`src/rtl/sensor_seq_pkg.sv`:
```
// Shared types and default timing for the sensor frame sequencer.
// The frame phase encoding lives here so the top and the bench agree on it.
package sensor_seq_pkg;

  typedef enum logic [2:0] {
    IDLE     = 3'd0,
    ERASE    = 3'd1,
    CONV_REF = 3'd2,
    EXPOSE   = 3'd3,
    CONVERT  = 3'd4,
    READ     = 3'd5
  } seq_state_t;

  localparam int DEF_PIXEL_COUNT    = 4;
  localparam int DEF_CNT_W          = 16;
  localparam int DEF_ERASE_CYCLES   = 5;
  localparam int DEF_CONVERT_CYCLES = 255;

  // A single-pixel array would give $clog2 of 0, so keep at least one bit.
  function automatic int idx_width(input int count);
    return (count > 1) ? $clog2(count) : 1;
  endfunction

endpackage

```
`src/rtl/sensor_sequencer.sv`:
```
// Frame sequencer: erase, optional CDS reference conversion, exposure, signal conversion, readout.
// Optional 32-bit frame_count output enabled by defining SENSOR_SEQ_FRAME_COUNT_EN.
//
// state    | meaning
// IDLE     | waiting for enable (abort blocks start)
// ERASE    | pixel reset for ERASE_CYCLES
// CONV_REF | CDS reference conversion, corr high, CONVERT_CYCLES
// EXPOSE   | integration for the latched exposure length
// CONVERT  | signal conversion, CONVERT_CYCLES
// READ     | pixel readout, index advances on rd_ready
module sensor_sequencer
  import sensor_seq_pkg::*;
#(
  parameter int PIXEL_COUNT    = DEF_PIXEL_COUNT,
  parameter int CNT_W          = DEF_CNT_W,
  parameter int ERASE_CYCLES   = DEF_ERASE_CYCLES,
  parameter int CONVERT_CYCLES = DEF_CONVERT_CYCLES
) (
  input  logic                                clk,
  input  logic                                reset,
  input  logic                                enable,
  input  logic                                cont_mode,
  input  logic                                cds,
  input  logic [CNT_W-1:0]                    expose_cycles,
  input  logic                                abort,
  input  logic                                rd_ready,
  output logic                                erase,
  output logic                                expose,
  output logic                                convert,
  output logic                                read,
  output logic                                idle,
  output logic                                corr,
  output logic [idx_width(PIXEL_COUNT)-1:0]   pixel_select,
  output logic                                pixel_valid,
  output logic                                frame_done
`ifdef SENSOR_SEQ_FRAME_COUNT_EN
  ,
  output logic [31:0]                         frame_count
`endif
);

  localparam int IDX_W = idx_width(PIXEL_COUNT);

  seq_state_t       r_state;
  logic [CNT_W-1:0] r_cnt;
  logic [IDX_W-1:0] r_idx;
  logic             r_cds;
  logic [CNT_W-1:0] r_expose;

  seq_state_t       w_next;
  logic             w_start;
  logic             w_frame_done;
  logic             w_last_pix;

  assign w_last_pix = (r_idx == IDX_W'(PIXEL_COUNT - 1));

  always_comb begin
    w_next       = r_state;
    w_start      = 1'b0;
    w_frame_done = 1'b0;
    case (r_state)
      IDLE: begin
        if (enable && !abort) begin
          w_next  = ERASE;
          w_start = 1'b1;
        end
      end
      ERASE: begin
        if (r_cnt == CNT_W'(ERASE_CYCLES - 1))
          w_next = r_cds ? CONV_REF : EXPOSE;
      end
      CONV_REF: begin
        if (r_cnt == CNT_W'(CONVERT_CYCLES - 1))
          w_next = EXPOSE;
      end
      EXPOSE: begin
        if (r_cnt == r_expose - CNT_W'(1))
          w_next = CONVERT;
      end
      CONVERT: begin
        if (r_cnt == CNT_W'(CONVERT_CYCLES - 1))
          w_next = READ;
      end
      READ: begin
        if (rd_ready && w_last_pix) begin
          w_frame_done = 1'b1;
          if (cont_mode) begin
            w_next  = ERASE;
            w_start = 1'b1;
          end else begin
            w_next = IDLE;
          end
        end
      end
      default: w_next = IDLE;
    endcase
    // Abort overrides everything, including the final-pixel acceptance.
    if (abort && (r_state != IDLE)) begin
      w_next       = IDLE;
      w_start      = 1'b0;
      w_frame_done = 1'b0;
    end
  end

  always_ff @(posedge clk) begin
    if (reset) begin
      r_state  <= IDLE;
      r_cnt    <= '0;
      r_idx    <= '0;
      r_cds    <= 1'b0;
      r_expose <= '0;
    end else begin
      r_state <= w_next;
      // Saturating so an indefinite READ or IDLE can never wrap the counter.
      if (w_next != r_state)
        r_cnt <= '0;
      else if (r_cnt != '1)
        r_cnt <= r_cnt + CNT_W'(1);
      if (w_next != r_state)
        r_idx <= '0;
      else if ((r_state == READ) && rd_ready && !w_last_pix)
        r_idx <= r_idx + IDX_W'(1);
      if (w_start) begin
        r_cds    <= cds;
        r_expose <= (expose_cycles == '0) ? CNT_W'(1) : expose_cycles;
      end
    end
  end

  assign idle         = (r_state == IDLE);
  assign erase        = (r_state == ERASE);
  assign expose       = (r_state == EXPOSE);
  assign convert      = (r_state == CONV_REF) || (r_state == CONVERT);
  assign corr         = (r_state == CONV_REF);
  assign read         = (r_state == READ);
  assign pixel_valid  = read;
  assign pixel_select = read ? r_idx : '0;
  assign frame_done   = w_frame_done;

`ifdef SENSOR_SEQ_FRAME_COUNT_EN
  logic [31:0] r_frame_count;

  always_ff @(posedge clk) begin
    if (reset)
      r_frame_count <= '0;
    else if (w_frame_done)
      r_frame_count <= r_frame_count + 32'd1;
  end

  assign frame_count = r_frame_count;
`endif

endmodule

```
`config.mk`:
```
export PLATFORM = sky130hd
export DESIGN_NAME = sensor_sequencer
export DESIGN_NICKNAME = d
export VERILOG_FILES = /design/src/rtl/sensor_seq_pkg.sv /design/src/rtl/sensor_sequencer.sv
export SDC_FILE = /design/constraint.sdc
export NUM_CORES = 1
export LEC_CHECK = 0
export ABC_CLOCK_PERIOD_IN_PS = 3300
export CORE_UTILIZATION = 45
export CTS_BUF_LIST = sky130_fd_sc_hd__clkbuf_4 sky130_fd_sc_hd__clkbuf_8
export DETAILED_ROUTE_END_ITERATION = 8
export GPL_TIMING_DRIVEN = 0
export PLACE_DENSITY_LB_ADDON = 0.08
export SYNTH_ARGS = -nofsm -noshare
export SYNTH_HDL_FRONTEND = slang
export SYNTH_SLANG_ARGS = --single-unit
```
`constraint.sdc`:
```
create_clock -name clk -period 3.3 [get_ports clk]
set_input_delay 0.66 -clock clk [delete_from_list [all_inputs] [get_ports clk]]
set_output_delay 0.66 -clock clk [all_outputs]
set_load 0.02 [all_outputs]
```
==> out/results.env, run 1 <==
OUTCOME='finished clean'
SEQ_AREA_UM2=761
TIMING.CRITICAL_PATH.FANOUT_MAX=10
WORST-SETUP-PATH-TYPE='reg -> reg'
FINAL_CORE_UTILIZATION_PCT=57.2
FIN_NETS=374
INITIAL_ANTENNA_VIOLATION_COUNT=0
DRV_SLEW=0
CELLLEAKAGEPOWER_nW=1.08
POST_SYNTH_INST_COUNT=306
SYNTH-EDFF-COUNT=0
VDD.IR_DROP.WORST_uV=179
FIN_WORST_SKEW_NS=0.00822
DRT-INITIAL-DRC-COUNT=103
SLEW_HEADROOM_PCT=50.2
POST_LAYOUT_NONFILLER_INSTANCES=416
FLOORPLAN.DIE_AREA_UM2=5700
WORST_SKEW_PAIR.LATE_LATENCY_NS=0.29
TIMING.MAX_CAP.VIOLATIONS=0
CRITICAL_PATH.STARTPOINT_TYPE='flip-flop'
WORSTSETUPSTARTPOINT='r_expose[0]$_SDFFE_PP0P_'
GLOBAL_ROUTE.USAGE.MET3_PCT=4.37
GRT_PASS1_WL_UM=8900
DIE_HEIGHT_UM=75.5
PLACEDINSTANCEAREA_UM2=2830
SYNTH_SEQ_CELLS=38
MAIN_FLOP_TYPE_AFTER_SYNTHESIS='dfxtp_1'
SYNTH_LARGEST_TYPE_AREA_FRACTION_PCT=31.3
P_INT_mW=0.743
LARGEST_NET_DEGREE_AT_THE_START_OF_GLOBAL_ROUTING=11
N_ANTENNA_CELL=0
HOLD_PATH.STARTPOINT='r_cds$_SDFFE_PP0P_'
POST_PLACEMENT_CELL_COUNT=407
POWER.SHARE.CLOCK_PCT=31.0
GRT_SETUP_UNREPAIRED='false'
NON_FILLER_CELL_AREA_FINAL_UM2=2940
REPORT.FINAL.HOLD_VIOL_COUNT=0
GP_ROUTABILITY_CONGESTION=0.826
DRT-VIAS-PER-INSTANCE=5.38
INITIAL_UTILIZATION_PCT=47.3
GRTUSAGEMET2_PCT=32.8
FINAL_LAYOUT_FILL_CELL_COUNT=533
PERIOD_UTILISATION_LAYOUT_PCT=92.9
TIGHTESTPINTRANSITION_NS=0.747
R2R-START='r_expose[0]$_SDFFE_PP0P_'
LAYOUT_SETUP_WS_NS=0.235
HOLD_WS_NS=0.521
WORST_R2R_PATH_DEPTH=11
AREA_GROWTH_PCT=20.9
DESIGN_POWER_TOTAL_mW=1.04
WORST_SETUP_SLACK_AFTER_PLACEMENT_NS=-0.117
POWER.SWITCHING_mW=0.297
GRT_MOST_USED_LAYER='met2'
GR-USAGE-MET1_PCT=29.9
ROWS=26
SYNTHTOPCELLSBYAREA='dfxtp_1 31%, nor2_1 8.6%, mux2i_1 6.6%'
FMAX_GHz=0.326
YS_SEQ_AREA_SHARE_PCT=31.3
SW_FRAC_OF_TOTAL_PCT=28.6
SETUP_SLACK_REG_TO_REG_NS=0.24
CRITPATHREQUIREDTIME_NS=3.48
CLOCK_PATH_BUFFERS=2
TNS_NS=0
POST-ROUTE-DRC-COUNT=0
CTS.SINKS=38
SYNTH-WARNING-COUNT=0
ROUTE.FINAL.WIRE_LENGTH_UM=5650
MIN-DELAY-PATH-CLASS='reg -> reg'
GR-TOTAL-OVERFLOW=0
MOSTFREQUENTLAYOUTCELL='nor2_1'
CP.ARRIVAL_NS=3.25
CTS_TREE='yes'
FRACTION_OF_LAYOUT_INSTANCES_USING_A_DRIVE_STRENGTH_ABOVE_1_PCT=7.51
SYN_AREA_UM2=2430
SYNTH_AREA_LEADER_CELL='dfxtp_1'
MULTI_INPUT_AREA_UM2=1560
CTS.HTREE.LEVELS=2
PLACEMENT.IO_BUFFERS=31
MOSTFREQUENTLAYOUTCELLS='56 x nor2_1, 38 x dfxtp_1, 31 x clkdlybuf4s50_1'
POSTROUTEANTENNANETS=0
CTS-ROOT-BUF='clkbuf_8'
SEQUENTIALPOWERSHARE_PCT=47.4
GLOBALROUTETOTALUTIL_PCT=21.1
FINAL_HPWL_DP_UM=4380
FINAL-SETUP-VIOL-COUNT=0
END_KIND='flip-flop'
MAPPEDNETLISTNETS=334
WORST_SETUP_HOLD_PATH_CLK_SLEW_NS=0.08
FIRST_GLOBAL_VIAS=1861
ENDPOINT='r_cnt[15]$_SDFFE_PP0P_'
FLOORPLAN.IO_PINS=33
PWR-SHARE-COMB_PCT=21.6
CRIT-REG2REG-CAPTURE='r_cnt[15]$_SDFFE_PP0P_'
SYN_AVG_CELL_AREA_UM2=7.94
DETAILEDROUTE.FIRSTPASSITERATIONCOUNT=4
ROUTE.VIAS.TOTAL=2238
SYNTH_CELL_TYPE_COUNT=51
SYNTH_ASYNC_SR_FLOP_SHARE_PCT=0
POWER.DENSITY_CELL_AREA_nW_PER_UM2=354
COREAREA_UM2=5140
WL_PER_CELL_UM=13.6
NUMCTSBUFFERS=5
CHIPWIDTH_UM=75.5
TIMING.FINAL.CRIT_PERIOD_NS=3.06
[synthesized netlist by cell type (all sizes together) (3+ instances only)]
master	count
a211oi	4
a21oi	14
a41oi	4
and2	7
and3	3
and4	3
buf	6
clkbuf	10
dfxtp	38
ha	5
inv	12
mux2i	16
nand2	17
nand3	11
nand3b	4
nand4	6
nor2	56
nor3	7
nor4	9
o21ai	11
o31ai	3
or3	3
or4	4
xnor2	18
xor2	10
[cell families after synthesis]
family / count (synthesis) / share of synthesized area, %
AOI/OAI and AO/OA: 48 / 13.5
xor gates and xnor gates: 28 / 10.1
adders and majority gates: 5 / 2.57
buffers and inverters: 28 / 5.20
DFF: 38 / 31.3
muxes: 16 / 6.59
and+or+nand+nor: 143 / 30.7
[state kept, by name (all words and copies together), names as in the netlist]
name and flops:
r_state 3, r_cnt 16, r_cds 1, r_idx 2, r_expose 16
[critical path, cell delays in order, from the launching register on]
cell,delay [ns]
dfxtp_1,0.40
inv_1,0.09
ha_1,0.21
nor3b_4,0.30
a21oi_1,0.10
or3_1,0.33
or4_1,0.50
or3_4,0.36
o41ai_4,0.24
buf_4,0.22
buf_6,0.15
nor2_1,0.05
[layout make-up]
cell class	instances	share of cell area, %
multi-input cells	240	52.9
inverters	12	1.53
flip-flops and latches	38	25.9
plain buffers	16	2.77
clock buffers	7	2.85
well taps	70	2.98
repair buffers	33	11.1
[worst min-delay path by stage]
stage / slack [ns] / cells after the start / endpoint
final: 0.52 / 2 / r_cds$_SDFFE_PP0P_
after global placement: 0.50 / 2 / r_idx[1]$_SDFFE_PP0P_
after detailed placement: 0.52 / 2 / r_cds$_SDFFE_PP0P_
after floorplan: 0.46 / 2 / r_cds$_SDFFE_PP0P_
after CTS: 0.53 / 2 / r_cds$_SDFFE_PP0P_
after global routing: 0.55 / 2 / r_cds$_SDFFE_PP0P_
[power groups by stage]
| stage | sequential [mW] | clock [mW] | combinational (mW) |
|---|---|---|---|
| 3_5_place_dp | 0.503 | 0 | 0.219 |
| 5_1_grt | 0.496 | 0.352 | 0.246 |
| 6_report | 0.493 | 0.323 | 0.225 |
| 4_1_cts | 0.493 | 0.328 | 0.222 |
| 3_3_place_gp | 0.503 | 0 | 0.217 |
| 2_1_floorplan | 0.497 | 0 | 0.154 |
[metal layers]
layer | share of wire (%) | wire (µm) | vias to the layer above
met5 | 0 | 0 | -
met4 | 1.0 | 57 | 0
met3 | 3.1 | 175 | 5
met2 | 46 | 2580 | 29
met1 | 50 | 2840 | 1036
li1 | - | - | 1168
[timing repair]
item / 4_1_cts / 5_1_grt
setup buffers: 0 / 2
setup endpoints to repair: 10 / 13
resized for setup: 2 / 0
hold buffers: 0 / 0
pin swaps: 0 / 1
endpoints found under the hold margin: 0 / 0
Power figures use the tool's default switching activity.
==> run 2, diff against run 1 <==
CAP_MARGIN = 10   (was unset)
GPL_ROUTABILITY_DRIVEN = 0   (was unset)
==> results of run 2 <==
Final layout, timing and power as in run 1 (identical DEF).
